===== src/rtl/fifo_ext.sv =====
// Parametrised synchronous FIFO with occupancy count, programmable thresholds,
// synchronous flush, overflow/underflow flags and optional empty-queue bypass.
module fifo_ext #(
  parameter int p_entry_bits   = 32,
  parameter int p_depth        = 32,
  parameter int p_almost_full  = p_depth - 1,
  parameter int p_almost_empty = 1,
  parameter bit p_bypass       = 1'b0
) (
  input  logic                           clk,
  input  logic                           rst,
  input  logic                           flush,
  input  logic                           push,
  input  logic                           pop,
  input  logic [p_entry_bits-1:0]        wdata,
  output logic [p_entry_bits-1:0]        rdata,
  output logic                           empty,
  output logic                           full,
  output logic                           almost_full,
  output logic                           almost_empty,
  output logic [$clog2(p_depth+1)-1:0]   count,
  output logic                           overflow,
  output logic                           underflow
);

  localparam int CW = $clog2(p_depth + 1);
  localparam int PW = (p_depth > 1) ? $clog2(p_depth) : 1;
  localparam logic [CW-1:0] DEPTH_C = CW'(p_depth);
  localparam logic [CW-1:0] AF_C    = CW'(p_almost_full);
  localparam logic [CW-1:0] AE_C    = CW'(p_almost_empty);
  localparam logic [PW-1:0] LAST_C  = PW'(p_depth - 1);

  logic [p_entry_bits-1:0] mem [p_depth];
  logic [PW-1:0]           rptr;
  logic [PW-1:0]           wptr;
  logic                    byp;
  logic                    do_push;
  logic                    do_pop;
  logic                    wr;

  function automatic logic [PW-1:0] next_ptr(input logic [PW-1:0] p);
    return (p == LAST_C) ? '0 : p + 1'b1;
  endfunction

  always_comb begin
    empty        = (count == '0);
    full         = (count == DEPTH_C);
    almost_full  = (count >= AF_C);
    almost_empty = (count <= AE_C);
    byp          = p_bypass && empty && push && pop;
    do_push      = push & (~full | pop) & ~flush;
    do_pop       = pop & ~empty & ~flush;
    // a bypassed entry is consumed in flight and never stored
    wr           = do_push & ~byp;
    overflow     = push & full & ~pop & ~flush;
    underflow    = pop & empty & ~flush & ~(p_bypass & push);
    rdata        = byp ? wdata : mem[rptr];
  end

  always_ff @(posedge clk or posedge rst) begin
    if (rst) begin
      rptr  <= '0;
      wptr  <= '0;
      count <= '0;
    end else if (flush) begin
      rptr  <= '0;
      wptr  <= '0;
      count <= '0;
    end else begin
      if (wr)     wptr <= next_ptr(wptr);
      if (do_pop) rptr <= next_ptr(rptr);
      count <= count + CW'(wr) - CW'(do_pop);
    end
  end

  // storage is deliberately left out of reset and flush
  always_ff @(posedge clk) begin
    if (wr) mem[wptr] <= wdata;
  end

endmodule


===== config.mk =====
export PLATFORM = sky130hd
export DESIGN_NAME = fifo_ext
export DESIGN_NICKNAME = d
export VERILOG_FILES = /design/src/rtl/fifo_ext.sv
export SDC_FILE = /design/constraint.sdc
export NUM_CORES = 1
export LEC_CHECK = 0
export ABC_AREA = 1
export BUFFER_PORTS_ARGS = -buffer_cell sky130_fd_sc_hd__buf_2
export CORE_MARGIN = 4
export CORE_UTILIZATION = 35
export CTS_CLUSTER_DIAMETER = 80
export DETAILED_ROUTE_END_ITERATION = 6
export PLACE_DENSITY = 0.48
export REMOVE_ABC_BUFFERS = 1
export SYNTH_ARGS = -nofsm -noshare
export SYNTH_HDL_FRONTEND = slang
export SYNTH_SLANG_ARGS = --single-unit

===== constraint.sdc =====
create_clock -name clk -period 4.1 [get_ports clk]
set_input_delay 0.205 -clock clk [delete_from_list [all_inputs] [get_ports clk]]
set_output_delay 0.205 -clock clk [all_outputs]
set_load 0.1 [all_outputs]

==> impl_metrics.yaml, run 1 <==
outcome:
  status: "finished clean"
routing:
  firstDrtPassIters: 6
  drtIter0Drc: 2496
  routedWlPerCell_um: 22.9
  wl_um: 124000
  routed_via_density: 5.00
  ant_nets: 0
  routed-via-count: 27100
  drcViolationCount: 0
power_and_ir_drop:
  peakVddDrop_mv: 0.606
  p_per_area_nw_per_um2: 581
  p_leak_nw: 17.6
worst_setup_path:
  worstPathArrival_ns: 3.48
  required_ns: 3.89
  critPathKind: "flip-flop to output pin"
  worstReg2RegStart: "count[2]"
  crit_path_start: "rptr[0]"
  critPathMaxFanout: 157
  cp-end-kind: "output pin"
  cp-start-kind: "flip-flop"
clock_network:
  htreeDepth: 3
  clkLatencyLatePin_ns: 0.68
  cts_root_buffer: "clkbuf_16"
  numClockSinks: 1040
  path_clk_slew_ns: 0.06
  tritoncts: "built"
  cts_resized: 0
  cts_buffers: 113
  cts.path.max_buffers: 3
layout:
  ff_latch_area_sq_um: 31200
  fillers: 11700
  insertedDiodeCount: 0
  nets: 3774
  mostFrequentLayoutCells: "nand2_1 (1462), edfxtp_1 (1024), nand3_1 (780)"
  final_common_cell: "nand2_1"
  drive_gt1_share_pct: 9.58
  multi_input_area_sq_um: 10300
  syn_to_final_growth_pct: 13.5
  finish.utilization_pct: 40.0
  fin_cells: 5424
yosys:
  ys_seq_area_share_pct: 72.6
  ys.warnings.count: 0
  yosysTopAreaCell: "edfxtp_1"
  synth_edf_count: 1024
  synth_top_flop_cell: "edfxtp_1"
  synthCells: 3641
  ys_types: 25
  synth.area.top_cells: "edfxtp_1 (72%), nand2_1 (13%), nand3_1 (9.1%)"
  ys_ff_latch: 1040
  avgSynthCellArea_sq_um: 11.8
  synth.top_cell.area_share_pct: 71.7
  netlist_area_sq_um: 42900
  async_reset_ff_share_pct: 1.54
global_route:
  antenna_found_initial: 2
  grt_usage_pct: 19.2
  grt_pass1_wl_um: 182000
  grt_pass1_vias: 26500
  grt.overflow.total: 0
  grt_max_degree: 166
job:
  max_cap_violations: 0
placement:
  dpl.cell_count: 5211
  io_buffers: 80
  place.gp.congestion: 0.752
  hpwl_um: 61100
worst_hold_path:
  hold_start: "wdata[3]"
  holdCritPathClass: "input port to flip-flop"
floorplan:
  dieArea_sq_um: 128000
  rows: 128
  start_util_pct: 35.2
  die_y_um: 358
  coreArea_sq_um: 122000
  die_w_um: 358
  num_io_pins: 81
sta:
  fmax_mhz: 272
  slew_headroom_pct: 34.6
  worstMarginPinSlew_ns: 0.981
  period_needed_ns: 3.68
  setup_viol: 0
  drv_slew: 0
  hold_viol: 0
  period_share_pct: 89.8
  rsz0062_at_grt: "false"
  fin_worst_skew_ns: 0.0226
## path summary, 6_finish.rpt
path,to,slack [ns],cells past startpoint
setup / recovery,rdata[8],0.42,11
hold / removal,mem[23][3],0.04,1
setup reg to reg,mem[25][1],1.23,12
hold reg to reg,wptr[1],0.66,2
max in group asynchronous,rptr[0],3.36,3
min in group asynchronous,count[3],0.19,3
## state kept, by name, indices dropped and copies added (netlist names)
signal,count
mem,1024
count,6
wptr,5
rptr,5
## routing by layer
layer	share of wire [%]	up-vias	global-route usage [%]
li1	-	12800	-
met1	46	13500	27.0
met2	47	647	31.0
met3	4.7	180	2.66
met4	2.6	2	5.87
met5	0.0097	-	0
## cell usage after synthesis, types with 6 or more instances
master / instances
nand3_1: 780
edfxtp_1: 1024
buf_6: 47
inv_1: 31
buf_2: 84
nand4_1: 6
buf_4: 56
ha_1: 20
o21ai_0: 12
nand2_1: 1462
dfrtp_1: 16
nor2_1: 42
clkbuf_1: 24
buf_1: 8
## critical path: stages (launching register included)
cell and delay (ns):
dfrtp_4 0.59, clkinv_16 0.28, buf_4 0.43, nand2_1 0.08, nand3_1 0.08, nand3_1 0.08, nand2_1 0.06, nand2_1 0.06
nand2_1 0.11, nand2_1 0.13, nand2_1 0.20, buf_2 0.44
## where the power goes
group	internal, mW	switching, mW
Combinational	1.71	5.32
Clock	5.30	4.11
Sequential	11.8	0.0709
Total	18.8	9.49
## per-stage QoR
stage          TNS [ns]  cell area [sq um]  power, mW  hold WS [ns]  setup WS [ns]
2_1_floorplan   -540.07              41300       16.9         0.119          -9.84
3_3_place_gp          0              45200       19.2         0.385           1.25
3_5_place_dp          0              45200       19.2         0.385           1.25
4_1_cts               0              48700       28.6      0.000349          0.492
5_1_grt               0              48700       29.7        0.0390          0.326
6_report              0              48700       28.3        0.0437          0.419
## final cells by class
class	count	share of cell area [%]
flip-flops and latches	1040	64.0
multi-input cells	2343	21.1
inverters	36	0.362
clock inverters	63	0.859
clock buffers	135	6.02
repair buffers	182	3.41
well taps	1625	4.18
## cells by family after synthesis
logic type | share of synthesized area (%)
and+or+nand+nor | 22.4
DFF | 72.6
buffers and inverters | 3.91
AOI/OAI and AO/OA | 0.263
adders and majority gates | 0.630
xor gates and xnor gates | 0.102
## timing repair
action / in CTS / in global routing
endpoints found under the hold margin: 254 / 0
setup buffers: 0 / 0
setup endpoints to repair: 0 / 0
hold buffers: 15 / 0
(Power assumes the default switching activity.)
==> run 2, diff against run 1 <==
Settings changed: BUFFER_PORTS_ARGS -buffer_cell sky130_fd_sc_hd__buf_2 to -buffer_cell sky130_fd_sc_hd__clkbuf_2.
==> impl_metrics.yaml, run 2 (synthesis gave the netlist of run 1 again) <==
outcome:
  status: "finished clean"
layout:
  fin_cells: 5429
  syn_to_final_growth_pct: 13.6
  top_register: "mem"
  final_common_cell: "nand2_1"
  largest_register_ffs: 1024
  nets: 3764
  final_cell_area_sq_um: 48700
  drive_gt1_share_pct: 9.86
  reg_top3: "mem x1024, count x6"
  insertedDiodeCount: 0
  mostFrequentLayoutCells: "nand2_1 (1462), edfxtp_1 (1024), nand3_1 (780)"
  finish.utilization_pct: 40.0
  fillers: 11600
clock_network:
  clkLatencyLatePin_ns: 0.70
  cts_buffers: 111
  tritoncts: "built"
  cts_root_buffer: "clkbuf_16"
  path_clk_slew_ns: 0.06
  cts.path.max_buffers: 3
  htreeDepth: 3
  ctsHoldBuffers: 4
  post_cts.repair.setup_buffers: 0
  cts_resized: 0
  numClockSinks: 1040
placement:
  io_buffers: 80
  dpl.cell_count: 5214
  place.gp.congestion: 0.749
  hpwl_um: 59200
  pre_cts_slack_ns: 1.00
  place_area_sq_um: 45200
floorplan:
  num_io_pins: 81
  die_w_um: 358
  start_util_pct: 35.2
  rows: 128
  die_y_um: 358
  dieArea_sq_um: 128000
  coreArea_sq_um: 122000
routing:
  drtIter0Drc: 2272
  ant_nets: 0
  drcViolationCount: 0
  wl_um: 121000
  routedWlPerCell_um: 22.3
  routed_via_density: 5.01
  routed-via-count: 27200
  firstDrtPassIters: 5
global_route:
  grt.overflow.total: 0
  grt_max_degree: 201
  grt_usage_pct: 18.8
  grt_pass1_wl_um: 178000
  grt_pass1_vias: 26300
  antenna_found_initial: 2
power_and_ir_drop:
  p_clk_share_pct: 33.4
  p_leak_nw: 17.6
  swShare_pct: 33.5
  power_mw: 28.5
  p_per_area_nw_per_um2: 585
  power_frac_comb_pct: 25.0
  p_int_mw: 18.9
  p_seq_share_pct: 41.6
  switching_power_mw: 9.54
  peakVddDrop_mv: 0.846
job:
  max_cap_violations: 0
sta:
  fin_ws_ns: 0.266
  period_needed_ns: 3.83
  hold_viol: 0
  setup_viol: 0
  setup_tns_ns: 0
  fin_worst_skew_ns: 0.0276
  worstMarginPinSlew_ns: 0.962
  timing.hold.ws_ns: 0.112
  drv_slew: 0
  fmax_mhz: 261
  period_share_pct: 93.5
  slew_headroom_pct: 35.9
  rsz0062_at_grt: "false"
worst_hold_path:
  holdCritPathClass: "input port to flip-flop"
worst_setup_path:
  worstPathCellList: "buf_12 > buf_4 > nand2_1 > nand3_1 > nand3_1 > nand2_1 > nand2_1 > nand2_1 > nand2_1 > nand2_1 > buf_12"
  critPathKind: "flip-flop to output pin"
  crit_family: "buffers and inverters"
  critPathMaxFanout: 134
  cpPeakStageDelay_ns: 0.71
  cp-start-kind: "flip-flop"
  cp-end-kind: "output pin"
  crit_slowest_cell: "buf_4"
  path_buf_inv: 3
  worstPathArrival_ns: 3.63
  path_common_cell: "nand2_1"
  required_ns: 3.89
[run 2: final cells by class]
type                    count  area, sq um  share of cell area, %
clock buffers             143         2960                   6.08
clock inverters            68          488                   1.00
inverters                  36          176                  0.362
multi-input cells        2343        10300                   21.1
flip-flops and latches   1040        31200                   64.0
well taps                1625         2030                   4.17
repair buffers            174         1600                   3.28
[run 2: final timing paths]
kind / startpoint / end / slack (ns) / cells past startpoint
min in group asynchronous: rst / count[3] / 0.17 / 3
max in group asynchronous: rst / rptr[0] / 3.38 / 3
setup / recovery: rptr[0] / rdata[10] / 0.27 / 11
setup reg to reg: count[2] / mem[17][25] / 1.11 / 12
hold / removal: wdata[28] / mem[19][28] / 0.11 / 1
hold reg to reg: wptr[1] / wptr[1] / 0.67 / 2
[run 2: layer usage]
metal | up-vias | GRT usage (%) | wire, um
met5 | - | 0 | 7
met4 | 2 | 5.20 | 2720
met3 | 167 | 2.39 | 5660
met2 | 657 | 30.6 | 57400
met1 | 13600 | 26.6 | 55400
li1 | 12800 | - | -
[run 2: power by group through the flow]
stage	registers, mW	clock network (mW)	logic [mW]
2_1_floorplan	12.6	0	4.39
3_3_place_gp	12.1	0	7.17
3_5_place_dp	12.1	0	7.19
4_1_cts	11.8	9.75	7.21
5_1_grt	11.9	10.2	7.85
6_report	11.8	9.52	7.12
[run 2: worst register-to-register path: stages, from the launching register on]
cell and delay (ns):
dfrtp_1 0.41, inv_1 0.10, ha_1 0.24, nand3_1 0.11, nor2_1 0.06, nand2_1 0.07
nand2_1 0.11, inv_2 0.11, nand2_2 0.08, inv_2 0.13, nand2_2 0.28, nor2_4 0.64
buf_12 0.30
